===== config.mk =====
export PLATFORM = sky130hd
export DESIGN_NAME = fpm_seq_mul_core
export DESIGN_NICKNAME = d
export VERILOG_FILES = /design/src/rtl/fpm_seq_mul_core.sv
export SDC_FILE = /design/constraint.sdc
export NUM_CORES = 1
export LEC_CHECK = 0
export CAP_MARGIN = 20
export CORE_ASPECT_RATIO = 1.1
export CORE_MARGIN = 10
export CORE_UTILIZATION = 60
export DETAILED_ROUTE_END_ITERATION = 16
export DONT_BUFFER_PORTS = 1
export PLACE_DENSITY_LB_ADDON = 0.1
export SYNTH_ARGS = -nofsm -noshare
export SYNTH_HDL_FRONTEND = slang
export SYNTH_SLANG_ARGS = --single-unit

===== constraint.sdc =====
create_clock -name clk -period 6.85 [get_ports clk]
set_clock_uncertainty 0.2 [all_clocks]
set_input_delay 0 -clock clk [delete_from_list [all_inputs] [get_ports clk]]
set_output_delay 0 -clock clk [all_outputs]
set_load 0.01 [all_outputs]

===== src/rtl/fpm_seq_mul_core.sv =====
// Sequential IEEE-754 single-precision multiplier (shift-add mantissa, STEP bits per cycle).
// Latency: out_valid high N+2 cycles after accept (N = 24/STEP); special operands 1 cycle.
// Backpressure: result and flags held in DONE until out_ready; in_ready only in IDLE.
//
// Ports:
//   clk, rst_n            clock, async active-low reset
//   in_valid / in_ready   operand handshake (a, b sampled on accept)
//   a, b                  single-precision operands
//   out_valid / out_ready result handshake
//   result                single-precision product
//   overflow, underflow, invalid  exception flags, valid with out_valid
//
// Build option: define FPM_RNE_ROUND_EN for round-to-nearest-even; otherwise truncate.
module fpm_seq_mul_core #(
    parameter int STEP = 1          // multiplier bits retired per MUL cycle: 1, 2 or 4
) (
    input  logic        clk,
    input  logic        rst_n,
    input  logic        in_valid,
    output logic        in_ready,
    input  logic [31:0] a,
    input  logic [31:0] b,
    output logic        out_valid,
    input  logic        out_ready,
    output logic [31:0] result,
    output logic        overflow,
    output logic        underflow,
    output logic        invalid
);

    localparam int         N    = 24 / STEP;
    localparam logic [4:0] LAST = 5'(N - 1);

    typedef enum logic [1:0] {
        S_IDLE,
        S_MUL,
        S_NORM,
        S_DONE
    } state_t;

    state_t      state_q, state_d;
    logic        in_ready_q, in_ready_d;
    logic        sign_q, sign_d;
    logic [9:0]  exp_q, exp_d;        // two's-complement biased exponent
    logic [23:0] ma_q, ma_d;
    logic [23:0] mb_q, mb_d;
    logic [47:0] prod_q, prod_d;
    logic [4:0]  cnt_q, cnt_d;
    logic [31:0] result_q, result_d;
    logic        ovf_q, ovf_d;
    logic        unf_q, unf_d;
    logic        inv_q, inv_d;

    // ---------------- operand classification ----------------
    logic a_zero, a_inf, a_nan;
    logic b_zero, b_inf, b_nan;
    logic op_sign;

    assign a_zero  = (a[30:23] == 8'h00);
    assign b_zero  = (b[30:23] == 8'h00);
    assign a_inf   = (a[30:23] == 8'hFF) && (a[22:0] == 23'd0);
    assign b_inf   = (b[30:23] == 8'hFF) && (b[22:0] == 23'd0);
    assign a_nan   = (a[30:23] == 8'hFF) && (a[22:0] != 23'd0);
    assign b_nan   = (b[30:23] == 8'hFF) && (b[22:0] != 23'd0);
    assign op_sign = a[31] ^ b[31];

    // ---------------- shift-add partial product ----------------
    // The multiplier is consumed MSB-first, so the accumulator shifts left
    // each iteration and ends holding the full 48-bit product.
    logic [STEP-1:0] digit;
    logic [47:0]     pp;

    assign digit = mb_q[23 -: STEP];

    always_comb begin
        pp = '0;
        for (int i = 0; i < STEP; i++) begin
            if (digit[i]) begin
                pp = pp + (48'(ma_q) << i);
            end
        end
    end

    // ---------------- normalisation and rounding ----------------
    logic        p_top;
    logic [22:0] frac_n;
    logic [9:0]  exp_n;
    logic        round_up;
    logic [23:0] frac_rnd;            // {carry, fraction}
    logic [9:0]  exp_fin;
    logic        is_ovf, is_unf;

    assign p_top  = prod_q[47];
    assign frac_n = p_top ? prod_q[46:24] : prod_q[45:23];
    assign exp_n  = exp_q + {9'd0, p_top};

`ifdef FPM_RNE_ROUND_EN
    logic guard, sticky;
    assign guard    = p_top ? prod_q[23] : prod_q[22];
    assign sticky   = p_top ? (|prod_q[22:0]) : (|prod_q[21:0]);
    assign round_up = guard & (sticky | frac_n[0]);
`else
    assign round_up = 1'b0;
`endif

    // A carry out of the fraction leaves frac_rnd[22:0] at zero already.
    assign frac_rnd = {1'b0, frac_n} + {23'd0, round_up};
    assign exp_fin  = exp_n + {9'd0, frac_rnd[23]};
    assign is_ovf   = ($signed(exp_fin) >= 10'sd255);
    assign is_unf   = ($signed(exp_fin) <= 10'sd0);

    // ---------------- next-state / datapath ----------------
    always_comb begin
        state_d  = state_q;
        sign_d   = sign_q;
        exp_d    = exp_q;
        ma_d     = ma_q;
        mb_d     = mb_q;
        prod_d   = prod_q;
        cnt_d    = cnt_q;
        result_d = result_q;
        ovf_d    = ovf_q;
        unf_d    = unf_q;
        inv_d    = inv_q;

        unique case (state_q)
            S_IDLE: begin
                if (in_valid && in_ready_q) begin
                    sign_d = op_sign;
                    ovf_d  = 1'b0;
                    unf_d  = 1'b0;
                    inv_d  = 1'b0;
                    if (a_nan || b_nan || (a_inf && b_zero) || (b_inf && a_zero)) begin
                        result_d = 32'h7FC0_0000;
                        inv_d    = 1'b1;
                        state_d  = S_DONE;
                    end else if (a_inf || b_inf) begin
                        result_d = {op_sign, 8'hFF, 23'd0};
                        state_d  = S_DONE;
                    end else if (a_zero || b_zero) begin
                        // exponent field 0 covers subnormals too: flushed to zero
                        result_d = {op_sign, 31'd0};
                        state_d  = S_DONE;
                    end else begin
                        exp_d   = {2'b00, a[30:23]} + {2'b00, b[30:23]} - 10'd127;
                        ma_d    = {1'b1, a[22:0]};
                        mb_d    = {1'b1, b[22:0]};
                        prod_d  = '0;
                        cnt_d   = '0;
                        state_d = S_MUL;
                    end
                end
            end
            S_MUL: begin
                prod_d = (prod_q << STEP) + pp;
                mb_d   = mb_q << STEP;
                cnt_d  = cnt_q + 5'd1;
                if (cnt_q == LAST) begin
                    state_d = S_NORM;
                end
            end
            S_NORM: begin
                if (is_ovf) begin
                    result_d = {sign_q, 8'hFF, 23'd0};
                    ovf_d    = 1'b1;
                end else if (is_unf) begin
                    result_d = {sign_q, 31'd0};
                    unf_d    = 1'b1;
                end else begin
                    result_d = {sign_q, exp_fin[7:0], frac_rnd[22:0]};
                end
                exp_d   = exp_fin;
                state_d = S_DONE;
            end
            S_DONE: begin
                if (out_ready) begin
                    state_d = S_IDLE;
                end
            end
            default: state_d = S_IDLE;
        endcase

        // Registered ready: low through reset and for the handshake cycle,
        // so there is never a same-cycle re-accept.
        in_ready_d = (state_d == S_IDLE);
    end

    // ---------------- state register ----------------
    always_ff @(posedge clk or negedge rst_n) begin
        if (!rst_n) begin
            state_q    <= S_IDLE;
            in_ready_q <= 1'b0;
        end else begin
            state_q    <= state_d;
            in_ready_q <= in_ready_d;
        end
    end

    // ---------------- datapath registers ----------------
    always_ff @(posedge clk or negedge rst_n) begin
        if (!rst_n) begin
            sign_q   <= 1'b0;
            exp_q    <= '0;
            ma_q     <= '0;
            mb_q     <= '0;
            prod_q   <= '0;
            cnt_q    <= '0;
            result_q <= '0;
            ovf_q    <= 1'b0;
            unf_q    <= 1'b0;
            inv_q    <= 1'b0;
        end else begin
            sign_q   <= sign_d;
            exp_q    <= exp_d;
            ma_q     <= ma_d;
            mb_q     <= mb_d;
            prod_q   <= prod_d;
            cnt_q    <= cnt_d;
            result_q <= result_d;
            ovf_q    <= ovf_d;
            unf_q    <= unf_d;
            inv_q    <= inv_d;
        end
    end

    assign in_ready  = in_ready_q;
    assign out_valid = (state_q == S_DONE);
    assign result    = result_q;
    assign overflow  = ovf_q;
    assign underflow = unf_q;
    assign invalid   = inv_q;

endmodule


**After elaboration in Yosys (flattened, before gate mapping)**

Cells that the tools add are included.

- Bitwise gates (word level): 4
- Eq/ne operators: 14
- Mux-type cells: 43
- Magnitude comparators: 2
- Reduce and logical (&&, ||, !) cells: 29
- Add/subtract/negate cells: 5

Operators by type and width:

| kind | count |
|---|---|
| $mux 48 | 4 |
| $mux 32 | 4 |
| $mux 24 | 5 |
| $pmux 48 s2 | 1 |
| $pmux 32 s2 | 1 |
| $mux 31 | 2 |
| $add 48x24->48 | 1 |
| $pmux 24 s2 | 1 |
| $logic_not 23->1 | 2 |
| $reduce_bool 23->1 | 2 |
| $mux 10 | 4 |
| $mux 23 | 1 |
| $mux 5 | 4 |
| $pmux 10 s2 | 1 |
| $eq 8x8->1 const B | 2 |
| $logic_not 8->1 | 2 |
| $reduce_and 5->1 | 3 |
| $ne 2x2->1 const B | 7 |
| $mux 2 | 6 |
| $add 10x1->10 | 1 |
| $ge 10x9->1 const B | 1 |
| $le 10x1->1 const B | 1 |
| $pmux 5 s2 | 1 |
| $sub 9x7->10 const B | 1 |
| other kinds (18) | 39 |

- Flip-flop bits (word level): 150
- Output and inout port bits: 37
- Input port bits: 68

**Longest topological paths before layout**

- Word-level depth: 9
- Depth in mapped cells: 13

**Worst setup path before layout**

No wires, ideal clock.

- Kind: register to register
- Start: register mb_q[23]
- End: register prod_q[41]
- Clock period less this slack: 3096 ps
- Stages on the path, launching flop included: 12
- Data required time: 6515 ps
- Setup time: 135 ps
- Path slack: 3754 ps
- Path buffers: 1
- Arrival time: 2761 ps
- Cells stage by stage: dfrtp_1 > clkbuf_1 > and2_1 > ha_1 > nand3_1 > a21boi_2 > o211ai_4 > a2111oi_4 > o2111ai_4 > a2111oi_4 > xnor2_1 > o22ai_1

- Word-level cells in the longest chain between the ends: 3

Ends and longest elaborated chain:

| item | RTL line | source |
|---|---|---|
| from (decl) | 46 | `logic [23:0] mb_q, mb_d;` |
| from (signal assigned) | 216 | `mb_q <= mb_d;` |
| $mux 24 | 78 | `if (digit[i]) begin` |
| $add 48x24->48 | 155 | `prod_d = (prod_q << STEP) + pp;` |
| $pmux 48 s2 | 126 | `unique case (state_q)` |
| to (signal assigned) | 217 | `prod_q <= prod_d;` |
| to (decl) | 47 | `logic [47:0] prod_q, prod_d;` |

No other way between the ends.
A chain may end at the register's enable or synchronous reset.

**Worst setup path after layout**

Ends and elaborated chain as after synthesis.

==> flow_summary.ini <==
[timing]
unrepaired_setup_endpoints_after_global_routing = no
final_min_period_over_clock_period_pct = 54.4
final.min_clock_period_ns = 3.73
setup_violations = 0
timing.final.max_slew_violations = 0
finalHoldViolCount = 0
worst-slew-pin-transition_ns = 1.10
maxSlewHeadroom_pct = 26.6
fmax_mhz = 268
totalNegativeSetupSlack_ns = 0

[floorplanning]
num_rows = 46
die_width_um = 136
die_height_um = 148
fp.coreArea_um2 = 14500
io_pins = 105
fp.dieArea_um2 = 20100
initial_utilization_pct = 61.5

[placed_design]
placement.io_buffers = 0
place.detailed.hpwl_mm = 15.3
gpl.final_weighted_congestion = 0.930

[finish]
register_area_um2 = 3750
final_common_cell = sky130_fd_sc_hd__nand2_1
syn_to_final_growth_pct = 14.4
layout_common_cells = sky130_fd_sc_hd__nand2_1, sky130_fd_sc_hd__dfrtp_1, sky130_fd_sc_hd__o21ai_0, sky130_fd_sc_hd__a21oi_1, sky130_fd_sc_hd__dlygate4sd3_1
final_layout_size_suffix_gt1_share_pct = 5.59
combined_area_of_the_multi_input_logic_cells_um2 = 4790
util_after_layout_pct = 70.4
final_nets = 1138
fillerInstances = 1113

[worst_setup_path]
critPathRequiredTime_ns = 6.94
start_kind = flip-flop
criticalPathCategory = flip-flop to flip-flop
cp-end-kind = flip-flop
worstPathArrival_ns = 3.81
ff2ff_setup_slack_ns = 3.12
critical_path_peak_fanout = 25

[global_route]
grt_pass1_vias = 7686
grt_pass1_wl_mm = 38.7
grt_antenna_before_repair = 1
grt.overflow.total = 0
track_usage_pct = 23.1
grt_max_degree = 151

[cts]
worst_skew_pair.late_latency_ns = 0.43
cts.repair_timing.setup_buffer_count = 0
tritoncts_clock_tree = yes
cts.sinks = 150
cts_max_level = 4
cts_buffer_depth = 2
clockRootBuffer = sky130_fd_sc_hd__clkbuf_16
postCtsResizedCells = 0
path_clk_slew_ns = 0.06
cts_inserted_buffers = 17

[synthesis]
ys_seq_area_share_pct = 42.1
synth-main-ff-cell = sky130_fd_sc_hd__dfrtp_1
number_of_synthesized_register_bits = 150
yosysWarningCount = 0
async_flop_share_pct = 100
ys_types = 64
ys_top_cells_by_area = sky130_fd_sc_hd__dfrtp_1, sky130_fd_sc_hd__nand2_1, sky130_fd_sc_hd__ha_1, sky130_fd_sc_hd__o21ai_0, sky130_fd_sc_hd__a21oi_1
syn-mean-instance-area_um2 = 8.98
syn_area_um2 = 8920
synthDominantCellAreaShare_pct = 42.1
syn_nets = 1104
gate_count_of_the_mapped_netlist = 993
post_synth_edffs = 0
synth_top_cell_by_area = sky130_fd_sc_hd__dfrtp_1

[drt]
detail_route.iter0.violations = 996
detail_route.wl_per_cell_um = 18.7
remaining_drc_errors = 0
dr.pass1.iters = 8
postRouteWirelength_mm = 23.0
route.vias.total = 7672
route.antenna.remaining_nets = 0
vias_per_cell = 6.24

[power_and_ir_drop]
worst_ir_drop_vdd_mv = 0.360
leakagePower_uw = 0.00455
p_total_uw = 4270
areal_power_density_over_the_cells_nw_per_um2 = 418

[status]
status = complete, no violations

[run]
maxCapViolations = 0

[hold_path]
worst_hold_path_type = input pin to flip-flop
final cells by class:
class / instances / share of cell area [%]
Tap cell: 192 / 2.35
Multi-Input combinational cell: 745 / 47.0
Timing Repair Buffer: 73 / 7.31
Sequential cell: 150 / 36.8
Clock buffer: 19 / 4.24
Clock inverter: 10 / 0.846
Antenna cell: 1 / 0.0245
Inverter: 40 / 1.47
state kept, by name, indices dropped and copies added, names as in the netlist:
| register | flops |
|---|---|
| prod_q | 48 |
| result | 32 |
| ma_q | 24 |
| mb_q | 24 |
| exp_q | 10 |
| cnt_q | 5 |
| state_q | 2 |
| in_ready | 1 |
| invalid | 1 |
| overflow | 1 |
| sign_q | 1 |
| underflow | 1 |
per-layer routing:
metal  share of wire, %  vias up  wire [um]  GRT usage (%)
met1                 43     3711       9780           29.2
li1                   -     3647          -              -
met2                 49      266      11200           37.6
met4                2.6        0        603           9.70
met3                6.1       48       1390           4.81
met5                  0        -          0              0
critical path, cell delays in order (launching register included):
cell and delay [ns]:
sky130_fd_sc_hd__dfrtp_1 0.76, sky130_fd_sc_hd__and2_1 0.23, sky130_fd_sc_hd__ha_1 0.20, sky130_fd_sc_hd__fa_1 0.26, sky130_fd_sc_hd__a21oi_1 0.10, sky130_fd_sc_hd__o21ai_2 0.21
sky130_fd_sc_hd__o211ai_4 0.14, sky130_fd_sc_hd__a2111oi_4 0.49, sky130_fd_sc_hd__o2111ai_4 0.34, sky130_fd_sc_hd__a2111oi_4 0.40, sky130_fd_sc_hd__xnor2_1 0.15, sky130_fd_sc_hd__o22ai_1 0.10
worst paths after layout:
path | depth (start not counted) | to | start
setup / recovery | 11 | prod_q[41] | mb_q[23]
hold / removal | 6 | exp_q[8] | b[29]
max in group asynchronous | 2 | ma_q[17] | rst_n
min in group asynchronous | 2 | result[31] | rst_n
hold reg to reg | 1 | ma_q[23] | ma_q[23]
setup reg to reg | 11 | prod_q[41] | mb_q[23]
timing repair:
| action | in CTS | in global routing |
|---|---|---|
| setup endpoints to repair | 0 | 0 |
| hold buffers | 64 | 0 |
| endpoints found under the hold margin | 218 | 0 |
Yosys cell counts (7+ instances only):
| cell type | number |
|---|---|
| sky130_fd_sc_hd__o21ai_0 | 87 |
| sky130_fd_sc_hd__nand3_1 | 30 |
| sky130_fd_sc_hd__dfrtp_1 | 150 |
| sky130_fd_sc_hd__a222oi_1 | 22 |
| sky130_fd_sc_hd__nand4_1 | 17 |
| sky130_fd_sc_hd__nand2_1 | 178 |
| sky130_fd_sc_hd__and2_1 | 25 |
| sky130_fd_sc_hd__mux2i_1 | 24 |
| sky130_fd_sc_hd__a221o_1 | 10 |
| sky130_fd_sc_hd__nor2_1 | 39 |
| sky130_fd_sc_hd__ha_1 | 41 |
| sky130_fd_sc_hd__xor2_1 | 14 |
| sky130_fd_sc_hd__xnor2_1 | 36 |
| sky130_fd_sc_hd__nor4_1 | 15 |
| sky130_fd_sc_hd__or3_1 | 13 |
| sky130_fd_sc_hd__or4_1 | 7 |
| sky130_fd_sc_hd__inv_1 | 40 |
| sky130_fd_sc_hd__a21oi_1 | 73 |
| sky130_fd_sc_hd__a21o_1 | 18 |
| sky130_fd_sc_hd__clkbuf_1 | 51 |
stage by stage:
stage          instance area [um^2]  hold slack (ns)  std cells  setup slack (ns)
6_report                      10200           0.0122       1230              3.12
5_1_grt                       10200           0.0505       1230              2.90
4_1_cts                       10200          0.00314       1227              3.15
3_5_place_dp                   8990           -0.490       1134              3.18
3_3_place_gp                   8990           -0.490       1134              3.36
2_1_floorplan                  8920           -0.496        993              3.75
kinds of logic after synthesis:
group	synth area share, %
DFF	42.1
adders and majority gates	6.20
xor gates and xnor gates	4.91
muxes	2.82
AOI/OAI and AO/OA	21.3
buffers and inverters	4.20
and+or+nand+nor	18.4
report_power, final:
group          internal (uW)  leakage [uW]  switching (uW)
Sequential              1270       0.00192             434
Combinational            708       0.00237            1000
Clock                    489      0.000250             363
Power figures use the tool's default switching activity.
